$ cat src/rtl/perceptron_sequencer.sv
// Perceptron sequencer: weight/threshold regfile plus one serial saturating adder; result N_INPUTS+1 edges after start.
// Config writes and starts are accepted only in IDLE (cfg_ready low while busy); starts while busy are dropped.
module perceptron_sequencer #(
  parameter int N_INPUTS  = 8,
  parameter int W_WIDTH   = 4,
  parameter int ACC_WIDTH = 8
) (
  input  logic                 clk,
  input  logic                 rst,
  input  logic                 cfg_valid,
  output logic                 cfg_ready,
  input  logic [3:0]           cfg_addr,
  input  logic [ACC_WIDTH-1:0] cfg_data,
  input  logic                 start,
  input  logic [N_INPUTS-1:0]  x_in,
  output logic                 busy,
  output logic                 done,
  output logic                 fire,
  output logic [ACC_WIDTH-1:0] sum
);

  localparam int IDX_W = $clog2(N_INPUTS);
  localparam logic [IDX_W-1:0]     LAST_IDX = IDX_W'(N_INPUTS - 1);
  localparam logic [ACC_WIDTH-1:0] ACC_MAX  = {1'b0, {(ACC_WIDTH-1){1'b1}}};
  localparam logic [ACC_WIDTH-1:0] ACC_MIN  = {1'b1, {(ACC_WIDTH-1){1'b0}}};

  typedef enum logic [1:0] {
    S_IDLE,
    S_ACCUM,
    S_FINISH
  } state_e;

  state_e               state_q, state_d;
  logic [W_WIDTH-1:0]   w_q [N_INPUTS];
  logic [W_WIDTH-1:0]   w_d [N_INPUTS];
  logic [ACC_WIDTH-1:0] thr_q, thr_d;
  logic [N_INPUTS-1:0]  x_q, x_d;
  logic [ACC_WIDTH-1:0] acc_q, acc_d;
  logic [IDX_W-1:0]     idx_q, idx_d;
  logic [ACC_WIDTH-1:0] sum_q, sum_d;
  logic                 fire_q, fire_d;
  logic                 done_q, done_d;

  logic [W_WIDTH-1:0]   w_sel;
  logic [ACC_WIDTH:0]   add_ext;
  logic [ACC_WIDTH-1:0] acc_sat;

  // One guard bit catches overflow; the two top bits disagree exactly when the result left the range.
  assign w_sel   = w_q[idx_q];
  assign add_ext = {acc_q[ACC_WIDTH-1], acc_q}
                 + {{(ACC_WIDTH+1-W_WIDTH){w_sel[W_WIDTH-1]}}, w_sel};
  assign acc_sat = (add_ext[ACC_WIDTH] != add_ext[ACC_WIDTH-1])
                 ? (add_ext[ACC_WIDTH] ? ACC_MIN : ACC_MAX)
                 : add_ext[ACC_WIDTH-1:0];

  always_comb begin
    state_d = state_q;
    w_d     = w_q;
    thr_d   = thr_q;
    x_d     = x_q;
    acc_d   = acc_q;
    idx_d   = idx_q;
    sum_d   = sum_q;
    fire_d  = fire_q;
    done_d  = 1'b0;
    case (state_q)
      S_IDLE: begin
        if (cfg_valid) begin
          for (int i = 0; i < N_INPUTS; i++) begin
            if (cfg_addr == 4'(i)) w_d[i] = cfg_data[W_WIDTH-1:0];
          end
          if (cfg_addr == 4'(N_INPUTS)) thr_d = cfg_data;
        end
        if (start) begin
          x_d     = x_in;
          acc_d   = '0;
          idx_d   = '0;
          state_d = S_ACCUM;
        end
      end
      S_ACCUM: begin
        if (x_q[idx_q]) acc_d = acc_sat;
        idx_d = idx_q + 1'b1;
        if (idx_q == LAST_IDX) state_d = S_FINISH;
      end
      S_FINISH: begin
        sum_d   = acc_q;
        fire_d  = $signed(acc_q) >= $signed(thr_q);
        done_d  = 1'b1;
        state_d = S_IDLE;
      end
      default: state_d = S_IDLE;
    endcase
  end

  always_ff @(posedge clk) begin
    if (rst) begin
      state_q <= S_IDLE;
      for (int i = 0; i < N_INPUTS; i++) w_q[i] <= '0;
      thr_q   <= '0;
      x_q     <= '0;
      acc_q   <= '0;
      idx_q   <= '0;
      sum_q   <= '0;
      fire_q  <= 1'b0;
      done_q  <= 1'b0;
    end else begin
      state_q <= state_d;
      w_q     <= w_d;
      thr_q   <= thr_d;
      x_q     <= x_d;
      acc_q   <= acc_d;
      idx_q   <= idx_d;
      sum_q   <= sum_d;
      fire_q  <= fire_d;
      done_q  <= done_d;
    end
  end

  assign cfg_ready = (state_q == S_IDLE);
  assign busy      = (state_q != S_IDLE);
  assign done      = done_q;
  assign fire      = fire_q;
  assign sum       = sum_q;

endmodule

$ cat config.mk
export PLATFORM = sky130hd
export DESIGN_NAME = perceptron_sequencer
export DESIGN_NICKNAME = d
export VERILOG_FILES = /design/src/rtl/perceptron_sequencer.sv
export SDC_FILE = /design/constraint.sdc
export NUM_CORES = 1
export LEC_CHECK = 0
export BUFFER_PORTS_ARGS = -buffer_cell sky130_fd_sc_hd__buf_2
export CORE_ASPECT_RATIO = 1.75
export CORE_MARGIN = 3
export CORE_UTILIZATION = 25
export CTS_CLUSTER_SIZE = 14
export DETAILED_ROUTE_END_ITERATION = 12
export PLACE_DENSITY_LB_ADDON = 0.12
export SETUP_SLACK_MARGIN = 0.05
export SKIP_CTS_REPAIR_TIMING = 1
export SYNTH_ARGS = -nofsm -noshare
export SYNTH_HDL_FRONTEND = slang
export SYNTH_SLANG_ARGS = --single-unit
$ cat constraint.sdc
create_clock -name clk -period 4 [get_ports clk]
set_input_delay 0.2 -clock clk [delete_from_list [all_inputs] [get_ports clk]]
set_output_delay 0.2 -clock clk [all_outputs]
set_load 0.02 [all_outputs]
== Word-level counts from Yosys, hierarchy flattened ==
Index checks and enable logic that the tools add are counted.

* $add $sub $neg: 2
* $lt $le $gt $ge: 3
* Equality and inequality tests: 15
* Multiplexer cells: 16
* Bitwise logic cells: 1
* Reduce and logical (&&, ||, !) cells: 17

{| class="wikitable"
|+ Operators by type and width
! cell !! count
|-
| two-way mux 8 bit || 4
|-
| AND reduction 3 bit || 10
|-
| equality test 4 x 3 -> 1 bit, second input constant || 4
|-
| one-hot mux 8 bit (2 select lines) || 1
|-
| binary-select mux 4 bit (select 3 bit) || 1
|-
| adder 8 x 4 -> 9 bit || 1
|-
| equality test 4 x 2 -> 1 bit, second input constant || 2
|-
| >= comparator 8 bit || 1
|-
| two-way mux 4 bit || 2
|-
| one-hot mux 3 bit (2 select lines) || 1
|-
| AND reduction 2 bit || 3
|-
| equality test 4 x 1 -> 1 bit, second input constant || 1
|-
| equality test 4 bit, second input constant || 1
|-
| >= comparator 4 bit, second input constant || 1
|-
| logical NOT 4 bit || 1
|-
| less-than comparator 3 x 4 -> 1 bit, second input constant || 1
|-
| two-way mux 2 bit || 2
|-
| != test 2 bit, second input constant || 2
|-
| NOT 3 -> 4 bit || 1
|-
| one-hot mux 2 bit (2 select lines) || 1
|-
| nonzero test 2 bit || 2
|-
| adder 3 x 1 -> 3 bit, second input constant || 1
|-
| binary-select mux 1 bit (select 3 bit) || 1
|-
| equality test 3 bit, second input constant || 1
|-
| other kinds (7) || 8
|}

* Register bits: 71

== Depth between registers and ports, before layout ==
* Word-level depth: 9
* Depth in mapped cells: 11

== Worst setup path after synthesis ==
OpenSTA, ideal clock, no wires.

* Path type: register to register
* Start: reg idx_q[0]
* End: reg acc_q[0]
* Arrival: 3.305 ns
* Required time: 3.883 ns
* Slack: 0.578 ns
* Stages on the path, launching flop included: 12
* Path buffers: 1
* Clock period less this slack: 3.422 ns
* Path through: dfxtp_1 > buf_2 > mux4_2 > mux2_2 > ha_1 > fa_1 > a211oi_1 > nor2_1 > o31ai_2 > a31oi_2 > maj3_1 > a22o_1

* Word-level cells in the longest chain between the ends: 9
* Elaborated cells between the ends (all ways): 14
* Those cells by class: 1 x add/sub; 2 x eq/ne; 9 x mux; 1 x bitwise; 1 x reduce/logical

{| class="wikitable"
|+ Ends and longest elaborated chain
! element !! line !! source
|-
| start: declaration || 39 || <nowiki>logic [IDX_W-1:0] idx_q, idx_d;</nowiki>
|-
| start signal: assignment || 113 || <nowiki>idx_q <= idx_d;</nowiki>
|-
| NOT 3 -> 4 bit (implied by the code) || 49 || <nowiki>assign w_sel = w_q[idx_q];</nowiki>
|-
| binary-select mux 4 bit (select 3 bit) || 49 ||
|-
| two-way mux 4 bit (implied by the code) (2 in series) || 49 ||
|-
| adder 8 x 4 -> 9 bit || 51 || <nowiki>+ {{(ACC_WIDTH+1-W_WIDTH){w_sel[W_WIDTH-1]}}, w_sel};</nowiki>
|-
| two-way mux 8 bit / != test 1 bit (equally long branches) || 53, 52 ||
|-
| two-way mux 8 bit || 53 || <nowiki>? (add_ext[ACC_WIDTH] ? ACC_MIN : ACC_MAX)</nowiki>
|-
| two-way mux 8 bit || 82 || <nowiki>if (x_q[idx_q]) acc_d = acc_sat;</nowiki>
|-
| one-hot mux 8 bit (2 select lines) || 66 || <nowiki>case (state_q)</nowiki>
|-
| end signal: assignment || 102 || <nowiki>acc_q <= '0;</nowiki>
|-
| end signal: assignment || 112 || <nowiki>acc_q <= acc_d;</nowiki>
|-
| end: declaration || 38 || <nowiki>logic [ACC_WIDTH-1:0] acc_q, acc_d;</nowiki>
|}

Several ways; a longest one is shown, not always the timed one. The select of a mux whose other input is x is not followed.
A chain may end at the register's enable or synchronous reset.

== Final worst setup path ==
* Start: reg idx_q[1]
* End: reg acc_q[0]

Same word-level chain as after synthesis.

==> impl_metrics.env <==
export IMPL_internal_power_contribution_uw=1330
export IMPL_clock_power_share_pct=51.8
export IMPL_synth_edff_count=0
export IMPL_netSwitchingPower_uw=372
export IMPL_worst_r2r_dst="acc_q[0]"
export IMPL_fin_setup_tns_ns=0
export IMPL_routed_wl_mm=8.93
export IMPL_setup_viol_count_final=0
export IMPL_synth_warnings=0
export IMPL_top_reg_cell_synth="sky130_fd_sc_hd__dfxtp_1"
export IMPL_hold_path_depth=2
export IMPL_synthArstFlopShare_pct=0
export IMPL_clk_pin_slew_ns=0.06
export IMPL_global_router_s_overall_resource_usage_pct=12.5
export IMPL_post_dp_hpwl_mm=6.78
export IMPL_yosys_top_cells_count="sky130_fd_sc_hd__dfxtp_1, sky130_fd_sc_hd__nand2_1, sky130_fd_sc_hd__nor2_1"
export IMPL_nets=444
export IMPL_cts_root_to_sink_buffers=2
export IMPL_start_util_pct=25.8
export IMPL_antenna_violating_nets_post_route=0
export IMPL_setup_worst_path_class="register to register"
export IMPL_rows=56
export IMPL_slew_viols_final=0
export IMPL_arrival_ns=3.68
export IMPL_antenna_violations_before_repair=0
export IMPL_rsz0062_at_grt="false"
export IMPL_vias_per_cell=4.53
export IMPL_vias=2625
export IMPL_number_of_flip_flops_and_latches_in_the_synthesized_netlist=71
export IMPL_vdd_ir_drop_max_mv=0.185
export IMPL_hp_class="input port to register"
export IMPL_area_growth_syn_to_layout_pct=18.9
export IMPL_cts_htree_levels=3
export IMPL_cp_start_kind="register"
export IMPL_synthesis_area_per_instance_um2=9.36
export IMPL_switching_share_pct=21.8
export IMPL_max_cap_violations=0
export IMPL_setup_worst_path_start="idx_q[1]"
export IMPL_power_combinational_fraction_pct=5.5
export IMPL_worstMarginPinSlew_ns=0.779
export IMPL_grt_max_degree=64
export IMPL_min_delay_worst_endpoint="acc_q[7]"
export IMPL_netlist_top_cells_area="sky130_fd_sc_hd__dfxtp_1, sky130_fd_sc_hd__mux2i_1, sky130_fd_sc_hd__ha_1"
export IMPL_drc_errors=0
export IMPL_final_min_clock_period_ns=3.45
export IMPL_final_min_period_over_clock_period_pct=86.4
export IMPL_floorplan_core_area_um2=13500
export IMPL_synth_largest_type_area_fraction_pct=40.7
export IMPL_buffer_ports_inserted=35
export IMPL_report_final_hold_viol_count=0
export IMPL_iter_0_drt_violations=126
export IMPL_clk_insertion_delay_late_ns=0.34
export IMPL_hold_path_startpoint="rst"
export IMPL_worst_endpoint_required_ns=4.22
export IMPL_drt_pass1_iterations=4
export IMPL_cts_inserted_buffers=9
export IMPL_power_density_relative_to_cell_area_nw_per_um2=411
export IMPL_die_width_um=95.3
export IMPL_synth_cells=373
export IMPL_critical_path_peak_fanout=8
export IMPL_fillCellCount=1434
export IMPL_n_antenna_cell=0
export IMPL_cts_root_buffer="sky130_fd_sc_hd__clkbuf_16"
export IMPL_crit_end_category="register"
export IMPL_die_height_um=162
export IMPL_grt_pass1_vias=2628
export IMPL_timing_reg2reg_worst_path_depth=10
export IMPL_synth_yosys_seq_area_share_pct=40.7
export IMPL_final_setup_skew_ns=0.0107
export IMPL_grt_first_pass_wirelength_mm=14.4
export IMPL_synth_most_common_cell="sky130_fd_sc_hd__dfxtp_1"
export IMPL_boundaryPins=36
export IMPL_max_clock_freq_mhz=289
export IMPL_numClockSinks=71
export IMPL_timing_reg2reg_setup_slack_ns=0.55
export IMPL_number_of_nets_in_the_synthesized_netlist=416
export IMPL_report_power_total_uw=1710
export IMPL_grt_overflow=0
export IMPL_timing_slew_headroom_pct=47.7
export IMPL_power_leakage_uw=0.00164
export IMPL_gpl_final_weighted_congestion=0.777
export IMPL_syn_area_um2=3490
export IMPL_yosys_area_top_type="sky130_fd_sc_hd__dfxtp_1"
export IMPL_run_status="finished clean"
export IMPL_post_route_cells_drive_above_1_share_pct=19.5
export IMPL_crit_reg2reg_launch="idx_q[1]"
export IMPL_dieArea_um2=15500
export IMPL_cts_tree="yes"
export IMPL_seqPwrFrac_pct=42.6
export IMPL_synth_lib_cells_used_distinct=44
export IMPL_wl_per_cell_um=15.4
power groups by stage:
stage	Sequential (µW)	Clock, µW	Combinational, µW
finish	727	884	94.3
global route	729	941	106
global placement	743	0	96.7
CTS	727	919	97.7
floorplan	738	0	67.5
detailed placement	743	0	97.4
cell usage in the layout (no fill, tap or decap), types with 2 or more instances in the layout:
cell type	instances
sky130_fd_sc_hd__a211oi_1	5
sky130_fd_sc_hd__a21o_1	2
sky130_fd_sc_hd__a21oi_1	32
sky130_fd_sc_hd__a22o_1	7
sky130_fd_sc_hd__a22oi_1	2
sky130_fd_sc_hd__buf_2	35
sky130_fd_sc_hd__buf_4	3
sky130_fd_sc_hd__bufinv_16	2
sky130_fd_sc_hd__clkbuf_16	9
sky130_fd_sc_hd__clkbuf_8	2
sky130_fd_sc_hd__clkinvlp_4	2
sky130_fd_sc_hd__dfxtp_1	71
sky130_fd_sc_hd__ha_1	18
sky130_fd_sc_hd__inv_1	11
sky130_fd_sc_hd__maj3_1	7
sky130_fd_sc_hd__mux2_2	5
sky130_fd_sc_hd__mux2i_1	30
sky130_fd_sc_hd__mux4_2	10
sky130_fd_sc_hd__nand2_1	56
sky130_fd_sc_hd__nand2b_1	3
sky130_fd_sc_hd__nand3_1	7
sky130_fd_sc_hd__nand3b_1	2
sky130_fd_sc_hd__nor2_1	46
sky130_fd_sc_hd__nor2b_1	6
sky130_fd_sc_hd__nor3_1	3
sky130_fd_sc_hd__nor3b_4	2
sky130_fd_sc_hd__o21ai_0	4
sky130_fd_sc_hd__o22ai_1	2
sky130_fd_sc_hd__or3_1	2
sky130_fd_sc_hd__xnor2_1	3
worst max-delay path: stages (launching register included):
cell	delay (ns)
sky130_fd_sc_hd__dfxtp_1	0.50
sky130_fd_sc_hd__mux4_2	0.54
sky130_fd_sc_hd__mux2_2	0.28
sky130_fd_sc_hd__ha_1	0.21
sky130_fd_sc_hd__fa_1	0.43
sky130_fd_sc_hd__a211oi_1	0.22
sky130_fd_sc_hd__nor2_1	0.10
sky130_fd_sc_hd__o31ai_2	0.23
sky130_fd_sc_hd__a31oi_2	0.23
sky130_fd_sc_hd__maj3_1	0.40
sky130_fd_sc_hd__a22o_1	0.20
per-layer routing:
layer  up-vias  GRT usage (%)  part of all wire, %  wire [µm]
met5         -              0                    0          0
met4         0           6.50                  3.3        293
met3        18           2.36                  2.6        234
met2        36           22.0                   53       4750
met1      1224           13.9                   41       3650
li1       1347              -                    -          -
metrics by stage:
step	cell area [µm²]	hold slack (ns)	utilization, %	setup WS [ns]	std cells
after global routing	4150	0.0844	30.7	0.278	580
after CTS	4150	0.0789	30.7	0.517	580
after floorplan	3490	0.336	-	0.578	373
after detailed placement	3820	0.441	28.2	0.539	564
after global placement	3820	0.441	28.2	0.582	564
final	4150	0.0876	30.7	0.546	580
registers in the layout, indices dropped and copies added (netlist names):
register and cells:
state_q 2, w_q 32, done 1, sum 8, x_q 8, idx_q 3
acc_q 8, fire 1, thr_q 8
logic make-up (layout without fill, tap and decap cells):
| family | after synthesis | after routing | synth area share (%) |
|---|---|---|---|
| buffers and inverters | 32 | 65 | 3.73 |
| xor gates and xnor gates | 4 | 4 | 1.00 |
| AOI/OAI and AO/OA | 60 | 60 | 10.8 |
| DFF | 71 | 71 | 40.7 |
| muxes | 45 | 45 | 16.7 |
| adders and majority gates | 26 | 26 | 9.03 |
| and+or+nand+nor | 135 | 135 | 18.0 |
final cells by class:
| cell class | instances | area (µm²) | share of cell area [%] |
|---|---|---|---|
| multi-input combinational | 270 | 1940 | 46.7 |
| sequential | 71 | 1420 | 34.2 |
| clock buffer | 11 | 253 | 6.09 |
| tap | 174 | 218 | 5.25 |
| timing repair buffer | 38 | 198 | 4.76 |
| clock inverter | 5 | 80.1 | 1.93 |
| inverter | 11 | 41.3 | 0.995 |
worst max path at each step:
stage | to | depth (start not counted)
2_1_floorplan | acc_q[0] | 11
3_3_place_gp | acc_q[1] | 10
3_5_place_dp | acc_q[0] | 10
4_1_cts | acc_q[0] | 10
5_1_grt | acc_q[0] | 11
6_report | acc_q[0] | 10
Note: power is estimated with default switching activity, not from simulation.
